## src/rtl/axi4l_gpio_pkg.sv

```systemverilog
// Shared definitions for the multi-channel AXI4-lite GPIO block:
// register offsets within a channel window, channel stride, AXI response
// codes, the decoded-address record, and the helpers for address decode
// and write-strobe expansion.
package axi4l_gpio_pkg;

  localparam logic [4:0]  OFF_OUT      = 5'h00;
  localparam logic [4:0]  OFF_DIR      = 5'h04;
  localparam logic [4:0]  OFF_IN       = 5'h08;
  localparam logic [4:0]  OFF_IRQ_EN   = 5'h0C;
  localparam logic [4:0]  OFF_IRQ_STAT = 5'h10;
  localparam logic [31:0] CH_STRIDE    = 32'h20;
  localparam int          CH_SHIFT     = $clog2(CH_STRIDE);

  localparam logic [1:0]  RESP_OKAY    = 2'b00;
  localparam logic [1:0]  RESP_SLVERR  = 2'b10;

  typedef enum logic [2:0] {
    REG_NONE, REG_OUT, REG_DIR, REG_IN, REG_IRQ_EN, REG_IRQ_STAT
  } reg_e;

  typedef struct packed {
    logic       valid;
    logic [2:0] ch;
    reg_e       rsel;
  } dec_t;

  // Decode a byte address into {valid, channel, register}. The low two
  // address bits are ignored; anything outside a populated channel or on
  // an unused offset comes back invalid with rsel = REG_NONE.
  function automatic dec_t addr_decode(input logic [31:0] addr,
                                       input logic [31:0] num_ch);
    dec_t        d;
    logic [31:0] ch_idx;
    ch_idx = addr >> CH_SHIFT;
    d.ch   = ch_idx[2:0];
    case ({addr[4:2], 2'b00})
      OFF_OUT:      d.rsel = REG_OUT;
      OFF_DIR:      d.rsel = REG_DIR;
      OFF_IN:       d.rsel = REG_IN;
      OFF_IRQ_EN:   d.rsel = REG_IRQ_EN;
      OFF_IRQ_STAT: d.rsel = REG_IRQ_STAT;
      default:      d.rsel = REG_NONE;
    endcase
    d.valid = (ch_idx < num_ch) && (d.rsel != REG_NONE);
    if (!d.valid) d.rsel = REG_NONE;
    return d;
  endfunction

  // Byte enables -> bit mask.
  function automatic logic [31:0] strb_mask(input logic [3:0] s);
    logic [31:0] m;
    for (int b = 0; b < 4; b++) m[8*b +: 8] = {8{s[b]}};
    return m;
  endfunction

endpackage

```

## src/rtl/gpio_channel.sv

```systemverilog
// One GPIO channel: OUT / DIR / IRQ_EN registers, input synchroniser with
// a history flop for rising-edge detect, and the W1C interrupt status.
// Ports: clk/resetn; wr_en/wr_reg/wdata/wmask (one masked register write
// per cycle); rd_reg -> rd_data (combinational, zero-extended to 32);
// gpio_in (async pads), gpio_out, gpio_oe; stat_any = OR of IRQ_STAT.
module gpio_channel
  import axi4l_gpio_pkg::*;
#(
  parameter int WIDTH       = 32,
  parameter int SYNC_STAGES = 2
) (
  input  logic             clk,
  input  logic             resetn,
  input  logic             wr_en,
  input  reg_e             wr_reg,
  input  logic [31:0]      wdata,
  input  logic [31:0]      wmask,
  input  reg_e             rd_reg,
  input  logic [WIDTH-1:0] gpio_in,
  output logic [WIDTH-1:0] gpio_out,
  output logic [WIDTH-1:0] gpio_oe,
  output logic [31:0]      rd_data,
  output logic             stat_any
);

  logic [WIDTH-1:0] out_q, out_d, dir_q, dir_d, en_q, en_d;
  logic [WIDTH-1:0] stat_q, stat_d, hist_q, hist_d;
  logic [SYNC_STAGES-1:0][WIDTH-1:0] sync_q, sync_d;
  logic [WIDTH-1:0] wd, wm, clr, rise, in_s;

  assign wd   = wdata[WIDTH-1:0];
  assign wm   = wmask[WIDTH-1:0];
  assign in_s = sync_q[SYNC_STAGES-1];

  always_comb begin
    out_d  = out_q;
    dir_d  = dir_q;
    en_d   = en_q;
    clr    = '0;
    if (wr_en) begin
      case (wr_reg)
        REG_OUT:      out_d = (out_q & ~wm) | (wd & wm);
        REG_DIR:      dir_d = (dir_q & ~wm) | (wd & wm);
        REG_IRQ_EN:   en_d  = (en_q  & ~wm) | (wd & wm);
        REG_IRQ_STAT: clr   = wd & wm;
        default:      ;
      endcase
    end
    sync_d = {sync_q[SYNC_STAGES-2:0], gpio_in};
    hist_d = in_s;
    rise   = in_s & ~hist_q & en_q;
    // Set is OR'd in after the clear so a same-cycle edge is never lost.
    stat_d = (stat_q & ~clr) | rise;
  end

  always_ff @(posedge clk) begin
    if (!resetn) begin
      out_q  <= '0;
      dir_q  <= '0;
      en_q   <= '0;
      stat_q <= '0;
      hist_q <= '0;
      sync_q <= '0;
    end else begin
      out_q  <= out_d;
      dir_q  <= dir_d;
      en_q   <= en_d;
      stat_q <= stat_d;
      hist_q <= hist_d;
      sync_q <= sync_d;
    end
  end

  always_comb begin
    rd_data = 32'h0;
    case (rd_reg)
      REG_OUT:      rd_data = 32'(out_q);
      REG_DIR:      rd_data = 32'(dir_q);
      REG_IN:       rd_data = 32'(in_s);
      REG_IRQ_EN:   rd_data = 32'(en_q);
      REG_IRQ_STAT: rd_data = 32'(stat_q);
      default:      rd_data = 32'h0;
    endcase
  end

  assign gpio_out = out_q;
  assign gpio_oe  = dir_q;
  assign stat_any = |stat_q;

endmodule

```

## src/rtl/axi4l_gpio_multi.sv

```systemverilog
// AXI4-lite GPIO slave with NUM_CH channels of WIDTH bits. Owns the AW/W
// latches and B response, the AR/R response register and the read mux;
// per-channel state lives in gpio_channel instances.
// Ports: clk/resetn (sync, active-low); AXI4-lite slave s_*; gpio_in
// (async pads), gpio_out, gpio_oe (1 = drive); irq (level, registered).
module axi4l_gpio_multi
  import axi4l_gpio_pkg::*;
#(
  parameter int NUM_CH      = 2,
  parameter int WIDTH       = 32,
  parameter int ADDR_W      = 12,
  parameter int SYNC_STAGES = 2
) (
  input  logic                    clk,
  input  logic                    resetn,
  input  logic [ADDR_W-1:0]       s_awaddr,
  input  logic                    s_awvalid,
  output logic                    s_awready,
  input  logic [31:0]             s_wdata,
  input  logic [3:0]              s_wstrb,
  input  logic                    s_wvalid,
  output logic                    s_wready,
  output logic [1:0]              s_bresp,
  output logic                    s_bvalid,
  input  logic                    s_bready,
  input  logic [ADDR_W-1:0]       s_araddr,
  input  logic                    s_arvalid,
  output logic                    s_arready,
  output logic [31:0]             s_rdata,
  output logic [1:0]              s_rresp,
  output logic                    s_rvalid,
  input  logic                    s_rready,
  input  logic [NUM_CH*WIDTH-1:0] gpio_in,
  output logic [NUM_CH*WIDTH-1:0] gpio_out,
  output logic [NUM_CH*WIDTH-1:0] gpio_oe,
  output logic                    irq
);

  logic              aw_held_q, aw_held_d, w_held_q, w_held_d;
  logic [ADDR_W-1:0] awaddr_q, awaddr_d;
  logic [31:0]       wdata_q, wdata_d;
  logic [3:0]        wstrb_q, wstrb_d;
  logic              bvalid_q, bvalid_d, rvalid_q, rvalid_d, irq_q, irq_d;
  logic [1:0]        bresp_q, bresp_d, rresp_q, rresp_d;
  logic [31:0]       rdata_q, rdata_d;

  logic              aw_hs, w_hs, ar_hs, do_wr;
  logic [ADDR_W-1:0] wr_addr;
  logic [31:0]       wr_data, rd_sel;
  logic [3:0]        wr_strb;
  dec_t              wdec, rdec;
  logic [NUM_CH-1:0][31:0] ch_rd;
  logic [NUM_CH-1:0] ch_stat, ch_wr;

  // Readies are gated by resetn so nothing is accepted while in reset.
  assign s_awready = resetn & ~aw_held_q & ~bvalid_q;
  assign s_wready  = resetn & ~w_held_q  & ~bvalid_q;
  assign s_arready = resetn & ~rvalid_q;

  assign aw_hs = s_awvalid & s_awready;
  assign w_hs  = s_wvalid  & s_wready;
  assign ar_hs = s_arvalid & s_arready;

  // A handshake this cycle counts as held, so simultaneous AW+W commits
  // at the very next edge.
  assign do_wr   = (aw_held_q | aw_hs) & (w_held_q | w_hs);
  assign wr_addr = aw_held_q ? awaddr_q : s_awaddr;
  assign wr_data = w_held_q  ? wdata_q  : s_wdata;
  assign wr_strb = w_held_q  ? wstrb_q  : s_wstrb;
  assign wdec    = addr_decode(32'(wr_addr),  32'(NUM_CH));
  assign rdec    = addr_decode(32'(s_araddr), 32'(NUM_CH));

  for (genvar c = 0; c < NUM_CH; c++) begin : g_ch
    assign ch_wr[c] = do_wr & wdec.valid & (wdec.ch == 3'(c));
    gpio_channel #(.WIDTH(WIDTH), .SYNC_STAGES(SYNC_STAGES)) u_ch (
      .clk      (clk),
      .resetn   (resetn),
      .wr_en    (ch_wr[c]),
      .wr_reg   (wdec.rsel),
      .wdata    (wr_data),
      .wmask    (strb_mask(wr_strb)),
      .rd_reg   (rdec.rsel),
      .gpio_in  (gpio_in[c*WIDTH +: WIDTH]),
      .gpio_out (gpio_out[c*WIDTH +: WIDTH]),
      .gpio_oe  (gpio_oe[c*WIDTH +: WIDTH]),
      .rd_data  (ch_rd[c]),
      .stat_any (ch_stat[c])
    );
  end

  always_comb begin
    rd_sel = 32'h0;
    for (int c = 0; c < NUM_CH; c++)
      if (rdec.valid && rdec.ch == 3'(c)) rd_sel = ch_rd[c];
  end

  always_comb begin
    aw_held_d = aw_held_q;
    w_held_d  = w_held_q;
    awaddr_d  = awaddr_q;
    wdata_d   = wdata_q;
    wstrb_d   = wstrb_q;
    bvalid_d  = bvalid_q;
    bresp_d   = bresp_q;
    rvalid_d  = rvalid_q;
    rdata_d   = rdata_q;
    rresp_d   = rresp_q;
    if (aw_hs) begin
      aw_held_d = 1'b1;
      awaddr_d  = s_awaddr;
    end
    if (w_hs) begin
      w_held_d = 1'b1;
      wdata_d  = s_wdata;
      wstrb_d  = s_wstrb;
    end
    if (do_wr) begin
      aw_held_d = 1'b0;
      w_held_d  = 1'b0;
      bvalid_d  = 1'b1;
      bresp_d   = wdec.valid ? RESP_OKAY : RESP_SLVERR;
    end else if (bvalid_q && s_bready) begin
      bvalid_d = 1'b0;
    end
    if (ar_hs) begin
      rvalid_d = 1'b1;
      rdata_d  = rd_sel;
      rresp_d  = rdec.valid ? RESP_OKAY : RESP_SLVERR;
    end else if (rvalid_q && s_rready) begin
      rvalid_d = 1'b0;
    end
    irq_d = |ch_stat;
  end

  always_ff @(posedge clk) begin
    if (!resetn) begin
      aw_held_q <= 1'b0;
      w_held_q  <= 1'b0;
      awaddr_q  <= '0;
      wdata_q   <= '0;
      wstrb_q   <= '0;
      bvalid_q  <= 1'b0;
      bresp_q   <= '0;
      rvalid_q  <= 1'b0;
      rdata_q   <= '0;
      rresp_q   <= '0;
      irq_q     <= 1'b0;
    end else begin
      aw_held_q <= aw_held_d;
      w_held_q  <= w_held_d;
      awaddr_q  <= awaddr_d;
      wdata_q   <= wdata_d;
      wstrb_q   <= wstrb_d;
      bvalid_q  <= bvalid_d;
      bresp_q   <= bresp_d;
      rvalid_q  <= rvalid_d;
      rdata_q   <= rdata_d;
      rresp_q   <= rresp_d;
      irq_q     <= irq_d;
    end
  end

  assign s_bvalid = bvalid_q;
  assign s_bresp  = bresp_q;
  assign s_rvalid = rvalid_q;
  assign s_rdata  = rdata_q;
  assign s_rresp  = rresp_q;
  assign irq      = irq_q;

endmodule

```

## config.mk

```make
export PLATFORM = sky130hd
export DESIGN_NAME = axi4l_gpio_multi
export DESIGN_NICKNAME = d
export VERILOG_FILES = /design/src/rtl/axi4l_gpio_pkg.sv /design/src/rtl/gpio_channel.sv /design/src/rtl/axi4l_gpio_multi.sv
export SDC_FILE = /design/constraint.sdc
export NUM_CORES = 1
export LEC_CHECK = 0
export BUFFER_PORTS_ARGS = -buffer_cell sky130_fd_sc_hd__buf_2
export CAP_MARGIN = 10
export CORE_MARGIN = 1.5
export CORE_UTILIZATION = 32
export CTS_CLUSTER_DIAMETER = 120
export DETAILED_ROUTE_END_ITERATION = 12
export GPL_ROUTABILITY_DRIVEN = 0
export GPL_TIMING_DRIVEN = 0
export PLACE_DENSITY = 0.47
export SLEW_MARGIN = 20
export SYNTH_ARGS = -nofsm -noshare
export SYNTH_HDL_FRONTEND = slang
export SYNTH_SLANG_ARGS = --single-unit
```

## constraint.sdc

```tcl
create_clock -name clk -period 3.1 [get_ports clk]
set_clock_uncertainty 0.1 [all_clocks]
set_input_delay 0.93 -clock clk [delete_from_list [all_inputs] [get_ports clk]]
set_output_delay 0.93 -clock clk [all_outputs]
set_load 0.02 [all_outputs]
```

==> results.json, run 1 <==
{
  "cts_buffers": 59,
  "portBuffers": 292,
  "setup_viol": 0,
  "met1_length_um": 38300,
  "p_int_mw": 11.8,
  "wl_met3_um": 5920,
  "synth.top_cell.area_share": 0.497,
  "cp_num_buf_inv": 4,
  "cp_slowest_cell": "clkbuf_1",
  "fin_nets": 2587,
  "critPathMaxFanout": 10,
  "worst_slew_pin_slew_ns": 1.20,
  "grt_setup_unrepaired": "false",
  "leakage_nw": 11.9,
  "top_layer": "met4",
  "io_pins": 301,
  "min_period_over_period": 0.985,
  "dieArea_um2": 68600,
  "ys_warn_count": 0,
  "yosys-top-cells-area": "dfxtp_1 (50%), mux2i_1 (13%), and2_1 (5.7%)",
  "switching_share": 0.240,
  "die_y_um": 262,
  "synth.mux.area_fraction": 0.173,
  "grtUsageTotal": 0.248,
  "cts_resized": 0,
  "cts_tree": "yes",
  "yosysSeqAreaShare": 0.497,
  "yosysTopAreaCell": "dfxtp_1",
  "worstPathRequired_ns": 3.50,
  "final_util": 0.394,
  "synth_seq_cells": 533,
  "clk-insertion-delay-late_ns": 0.61,
  "first_iter_violations": 1445,
  "status": "complete, no violations",
  "drtPass1Iterations": 5,
  "clkSlewWorstSetupHoldPaths_ns": 0.06,
  "crit_family": "buffers and inverters",
  "critPathKind": "input pin to flop",
  "finalSetupTns_ns": 0,
  "wl_met2_um": 39900,
  "grt_pass1_wl_um": 122000,
  "reg2reg_depth": 5,
  "synth-compound-area-share": 0.101,
  "synthFlopType": "dfxtp_1",
  "vias": 17600,
  "cts_setup_buffers": 0,
  "powerDensity_nw_per_um2": 595,
  "whs_endpoint": "g_ch[0].u_ch.hist_d[6]$_SDFF_PN0_",
  "ant_nets": 0,
  "min_period_ns": 3.05,
  "dp_hpwl_um": 63800,
  "avgRoutedWirePerCell_um": 25.7,
  "rrSetupSlack_ns": 0.34,
  "hold_viol_final": 0,
  "relSlewSlack": 0.193,
  "worst_setup_path_end_kind": "flop",
  "syn_area_per_cell_um2": 10.2,
  "synth_fa_ha_area_frac": 0,
  "r2r_start": "w_held_q$_SDFFE_PP0P_",
  "synthArstFlopShare": 0,
  "grt_max_degree": 15,
  "antenna_cells": 0,
  "slowest_delay_ns": 0.76,
  "grt_pass1_vias": 17200,
  "hold_depth": 1,
  "root_buffer": "clkbuf_16",
  "p_seq_frac": 0.455,
  "holdBufCountCts": 0,
  "areaGrowthSynthToFinish_pct": 21.5,
  "min-delay-path-class": "flop to flop",
  "cts_buffer_depth": 3,
  "maxCapViolations": 0,
  "antenna_found_initial": 0,
  "start_util": 0.325,
  "syn_inst": 2102,
  "rows": 94,
  "synthXorXnorAreaFrac": 0,
  "cp.arrival_ns": 3.46,
  "core_area_um2": 66100,
  "reg2reg_to": "g_ch[1].u_ch.stat_q[15]$_SDFF_PN0_",
  "die_w_um": 262,
  "finalMaxSlewViolations": 0,
  "viasPerCell": 5.22,
  "max_freq_mhz": 327,
  "combinationalPowerShare": 0.071,
  "syn-cell-area_um2": 21400,
  "synth-simple-area-share": 0.200,
  "timing.critical_path.cells": "buf_2 -> buf_2 -> clkbuf_1 -> clkbuf_1 -> o22a_1 -> nor2_1 -> a221o_1",
  "overflow": 0,
  "htree_levels": 2,
  "synth_top_family_by_area": "simple AND/OR/NAND/NOR gates",
  "totalWireLength_um": 86600,
  "worstSetupStartpointType": "input pin",
  "synth_edf_count": 0,
  "synth.distinct_cells": 57,
  "drcViolationCount": 0,
  "cts.sinks": 533,
  "clockPowerShare": 0.474,
  "switching_power_mw": 3.72,
  "hp-start": "g_ch[0].u_ch.sync_d[38]$_SDFF_PN0_",
  "ir_drop_v": 0.000363,
  "drive_above_1_share": 0.203
}
-- worst max-delay path by stage --
stage	from	endpoint	slack, ns	cells past startpoint
final	s_araddr[3]	s_rdata[17]$_SDFFE_PN0P_	0.05	7
after global routing	resetn	s_arready	0.01	5
after CTS	resetn	s_arready	0.06	5
after detailed placement	s_araddr[3]	s_rdata[25]$_SDFFE_PN0P_	-0.54	6
after global placement	s_araddr[3]	s_rdata[26]$_SDFFE_PN0P_	-0.55	7
after floorplan	resetn	s_arready	0.44	4
-- cells in the mapped netlist (all sizes together), types with 19 or more instances --
master  count
o22a       20
mux4       32
o21ai      67
and2      194
nor2      127
nand2b     34
a21oi     106
clkbuf     83
and3b      63
a221o      24
nor4       19
buf        32
nand2     299
a22oi      25
dfxtp     533
a21boi     31
mux2i     279
-- logic make-up after synthesis --
kind of cell,count (synthesis)
DFF,533
AOI/OAI and AO/OA,326
other,1
buffers and inverters,128
muxes,328
and+or+nand+nor,786
-- power groups by stage --
stage                     Sequential (mW)  Combinational [mW]  Clock, mW
after CTS                            7.06                1.10       7.46
after floorplan                      7.18               0.592          0
after detailed placement             7.21                1.09          0
after global placement               7.20                1.08          0
after global routing                 7.07                1.17       7.73
final                                7.06                1.11       7.34
-- layout make-up --
cell class,count,area [um^2]
inverters,4,15.0
multi-input cells,1442,10200
plain buffers,124,596
repair buffers,292,1460
clock inverters,15,229
well taps,864,1080
fillers,6617,40000
clock buffers,92,1800
flip-flops and latches,533,10700
-- per-stage QoR --
| step | setup WS (ns) | cell area, um^2 | power [mW] | hold slack (ns) | cells |
|---|---|---|---|---|---|
| 6_report | 0.0452 | 26100 | 15.5 | 0.331 | 3366 |
| 5_1_grt | 0.0111 | 26100 | 16.0 | 0.341 | 3366 |
| 4_1_cts | 0.0580 | 26000 | 15.6 | 0.332 | 3366 |
| 3_5_place_dp | -0.537 | 24000 | 8.30 | 0.318 | 3259 |
| 3_3_place_gp | -0.555 | 24000 | 8.28 | 0.316 | 3259 |
| 2_1_floorplan | 0.442 | 21500 | 7.77 | 0.312 | 2103 |
-- routing by layer --
metal  vias up  GRT usage
met5         -          0
met4         0     0.0746
met3       120     0.0421
met2       705      0.404
met1      8693      0.335
li1       8064          -
-- cells in the final DEF, fill, tap and decap left out, types with 18 or more instances in the layout --
| master | synthesis | routed |
|---|---|---|
| clkbuf_1 | 82 | 95 |
| a21oi_1 | 105 | 105 |
| nor2_1 | 126 | 126 |
| mux2i_1 | 278 | 278 |
| a22oi_1 | 25 | 25 |
| clkbuf_16 | 0 | 61 |
| a21boi_0 | 31 | 31 |
| and3b_1 | 63 | 63 |
| nand2_1 | 297 | 297 |
| o21ai_0 | 67 | 67 |
| dfxtp_1 | 533 | 533 |
| buf_2 | 18 | 310 |
| nand2b_1 | 34 | 34 |
| o22a_1 | 20 | 20 |
| mux4_2 | 32 | 32 |
| and2_1 | 194 | 194 |
| nor4_1 | 18 | 18 |
| a221o_1 | 24 | 24 |
(Power assumes the default switching activity.)
==> run 2, diff against run 1 <==
--- a/config.mk
+++ b/config.mk
@@ -13,7 +13,8 @@
 export DETAILED_ROUTE_END_ITERATION = 12
 export GPL_ROUTABILITY_DRIVEN = 0
 export GPL_TIMING_DRIVEN = 0
-export PLACE_DENSITY = 0.47
+export PLACE_DENSITY = 0.48
+export REMOVE_ABC_BUFFERS = 1
 export SLEW_MARGIN = 20
 export SYNTH_ARGS = -nofsm -noshare
 export SYNTH_HDL_FRONTEND = slang
==> constraint.sdc (replaced) <==
create_clock -name clk -period 2.6 [get_ports clk]
set_clock_uncertainty 0.1 [all_clocks]
set_input_delay 0.78 -clock clk [delete_from_list [all_inputs] [get_ports clk]]
set_output_delay 0.78 -clock clk [all_outputs]
set_load 0.02 [all_outputs]
==> run 2 against run 1 <==
Clock-buffer cell count decreased by 3. Routed wire length shrank 10%. Power grew 19%. Combinational power up 16%. Final area up 2.4%. Die area unchanged. Register-to-register slack got worse by 0.34 ns. Worst setup slack worse by 0.044 ns. Critical path depth decreased by 1. Flip-flop and latch count is the same. Largest power group unchanged.
==> results.json, run 2 (same netlist as run 1, synthesis figures left out) <==
{
  "status": "complete, no violations",
  "timing.critical_path.cells": "buf_16 -> nand2_1 -> a21o_4 -> a21oi_4 -> nand4_2 -> mux2i_1",
  "htree_levels": 2,
  "areaGrowthSynthToFinish_pct": 24.4,
  "portBuffers": 294,
  "setup_viol": 0,
  "critPathMaxFanout": 28,
  "critPathKind": "flop to flop",
  "core_area_um2": 66100,
  "ant_nets": 0,
  "relSlewSlack": 0.311,
  "final_util": 0.404,
  "reg2reg_depth": 6,
  "clockPowerShare": 0.473,
  "avgRoutedWirePerCell_um": 23.6,
  "vias": 16800,
  "drive_above_1_share": 0.226,
  "clk-insertion-delay-late_ns": 0.62,
  "powerDensity_nw_per_um2": 689,
  "ir_drop_v": 0.000556,
  "grt_max_degree": 98,
  "p_seq_frac": 0.458,
  "max_freq_mhz": 385,
  "worstPathRequired_ns": 3.03,
  "combinationalPowerShare": 0.070,
  "grtUsageTotal": 0.223,
  "io_pins": 301,
  "viasPerCell": 5.11,
  "critPathLaunch": "w_held_q$_SDFFE_PP0P_",
  "drcViolationCount": 0,
  "num-fill-cells": 6556,
  "dieArea_um2": 68600,
  "cts.sinks": 533,
  "most-common-layout-cells": "dfxtp_1 (531), nand2_1 (295), buf_2 (289)",
  "cp_slowest_cell": "nand4_2",
  "rrSetupSlack_ns": 0.001,
  "rows": 94,
  "start_util": 0.325,
  "cp.arrival_ns": 3.03,
  "grt_pass1_vias": 17000,
  "grt_setup_unrepaired": "true",
  "die_y_um": 262,
  "root_buffer": "clkbuf_16",
  "drtPass1Iterations": 5,
  "cts_buffers": 60,
  "p_int_mw": 14.0,
  "leakage_nw": 12.2,
  "dpl.cell_count": 3160,
  "die_w_um": 262,
  "clkSlewWorstSetupHoldPaths_ns": 0.06,
  "switching_share": 0.236,
  "dp_hpwl_um": 48800,
  "slowest_delay_ns": 0.64,
  "min_period_ns": 2.60,
  "r2r_start": "w_held_q$_SDFFE_PP0P_",
  "min_period_over_period": 1.00,
  "totalWireLength_um": 77800,
  "maxCapViolations": 0,
  "overflow": 0,
  "antenna_found_initial": 6,
  "final_common_cell": "dfxtp_1",
  "finalNonFillerCells": 3294,
  "grt_pass1_wl_um": 112000,
  "switching_power_mw": 4.34,
  "cp_num_buf_inv": 1,
  "first_iter_violations": 1184,
  "crit_family": "simple AND/OR/NAND/NOR gates",
  "cts_tree": "yes",
  "fin_nets": 2517,
  "hold_viol_final": 0,
  "finalMaxSlewViolations": 0,
  "worst_slew_pin_slew_ns": 1.02,
  "critical_path_depth": 6,
  "cts_buffer_depth": 3,
  "worst_setup_path_end_kind": "flop",
  "min-delay-path-class": "input pin to flop",
  "worstSetupStartpointType": "flop"
}
[run 2: power by group through the flow]
stage / Combinational (mW) / Clock (mW) / Sequential (mW)
final: 1.29 / 8.69 / 8.41
after global routing: 1.38 / 9.25 / 8.43
after CTS: 1.29 / 8.92 / 8.41
after detailed placement: 1.16 / 0 / 8.60
after global placement: 1.08 / 0 / 8.61
after floorplan: 0.517 / 0 / 8.58
[run 2: final cells by class]
type	instances	area, um^2	area share
Multi-Input combinational cell	1442	10400	0.389
Timing Repair Buffer	345	2500	0.0937
Clock inverter	16	208	0.00778
Inverter	4	22.5	0.000844
Sequential cell	533	10700	0.400
Tap cell	864	1080	0.0405
Clock buffer	89	1800	0.0675
Antenna cell	1	2.50	0.0000938
[run 2: worst min path at each step]
stage	end	slack, ns	start	cells after the start
final	s_rvalid$_SDFFE_PN0P_	0.26	s_rready	2
after global routing	s_rvalid$_SDFFE_PN0P_	0.23	s_rready	2
after CTS	s_rvalid$_SDFFE_PN0P_	0.21	s_rready	2
after detailed placement	g_ch[0].u_ch.hist_d[26]$_SDFF_PN0_	0.32	g_ch[0].u_ch.sync_d[58]$_SDFF_PN0_	1
after global placement	g_ch[0].u_ch.hist_d[4]$_SDFF_PN0_	0.31	g_ch[0].u_ch.sync_d[36]$_SDFF_PN0_	1
after floorplan	g_ch[0].u_ch.hist_d[0]$_SDFF_PN0_	0.31	g_ch[0].u_ch.sync_d[32]$_SDFF_PN0_	1
[run 2: repair_timing]
item	4_1_cts	5_1_grt
setup endpoints to repair	328	63
cloned	9	1
pin swaps	10	2
gates resized for setup	16	6
buffers inserted	16	3
hold buffers	0	0
[run 2: per-layer routing]
layer	track usage	wire length [um]	up-vias
met5	0	62	-
met4	0.0895	3080	10
met3	0.0555	5150	159
met2	0.371	36400	509
met1	0.278	33000	8224
li1	-	-	7932
[run 2: worst register-to-register path, stage by stage, from the launching register on]
cell and delay (ns):
dfxtp_4 0.36, buf_16 0.25, nand2_1 0.12, a21o_4 0.28
a21oi_4 0.40, nand4_2 0.64, mux2i_1 0.36
[run 2: through the flow]
stage	power [mW]	hold slack [ns]	cell area, um^2	setup slack, ns	setup TNS [ns]
finish	18.4	0.258	26700	0.000973	0
floorplan	9.10	0.312	20900	-1.18	-236.76
detailed placement	9.76	0.318	24000	-1.37	-380.41
global route	19.1	0.234	26700	-0.125	-3.65
global placement	9.69	0.315	23400	-12.93	-3596.90
CTS	18.6	0.213	26600	-0.0909	-0.762
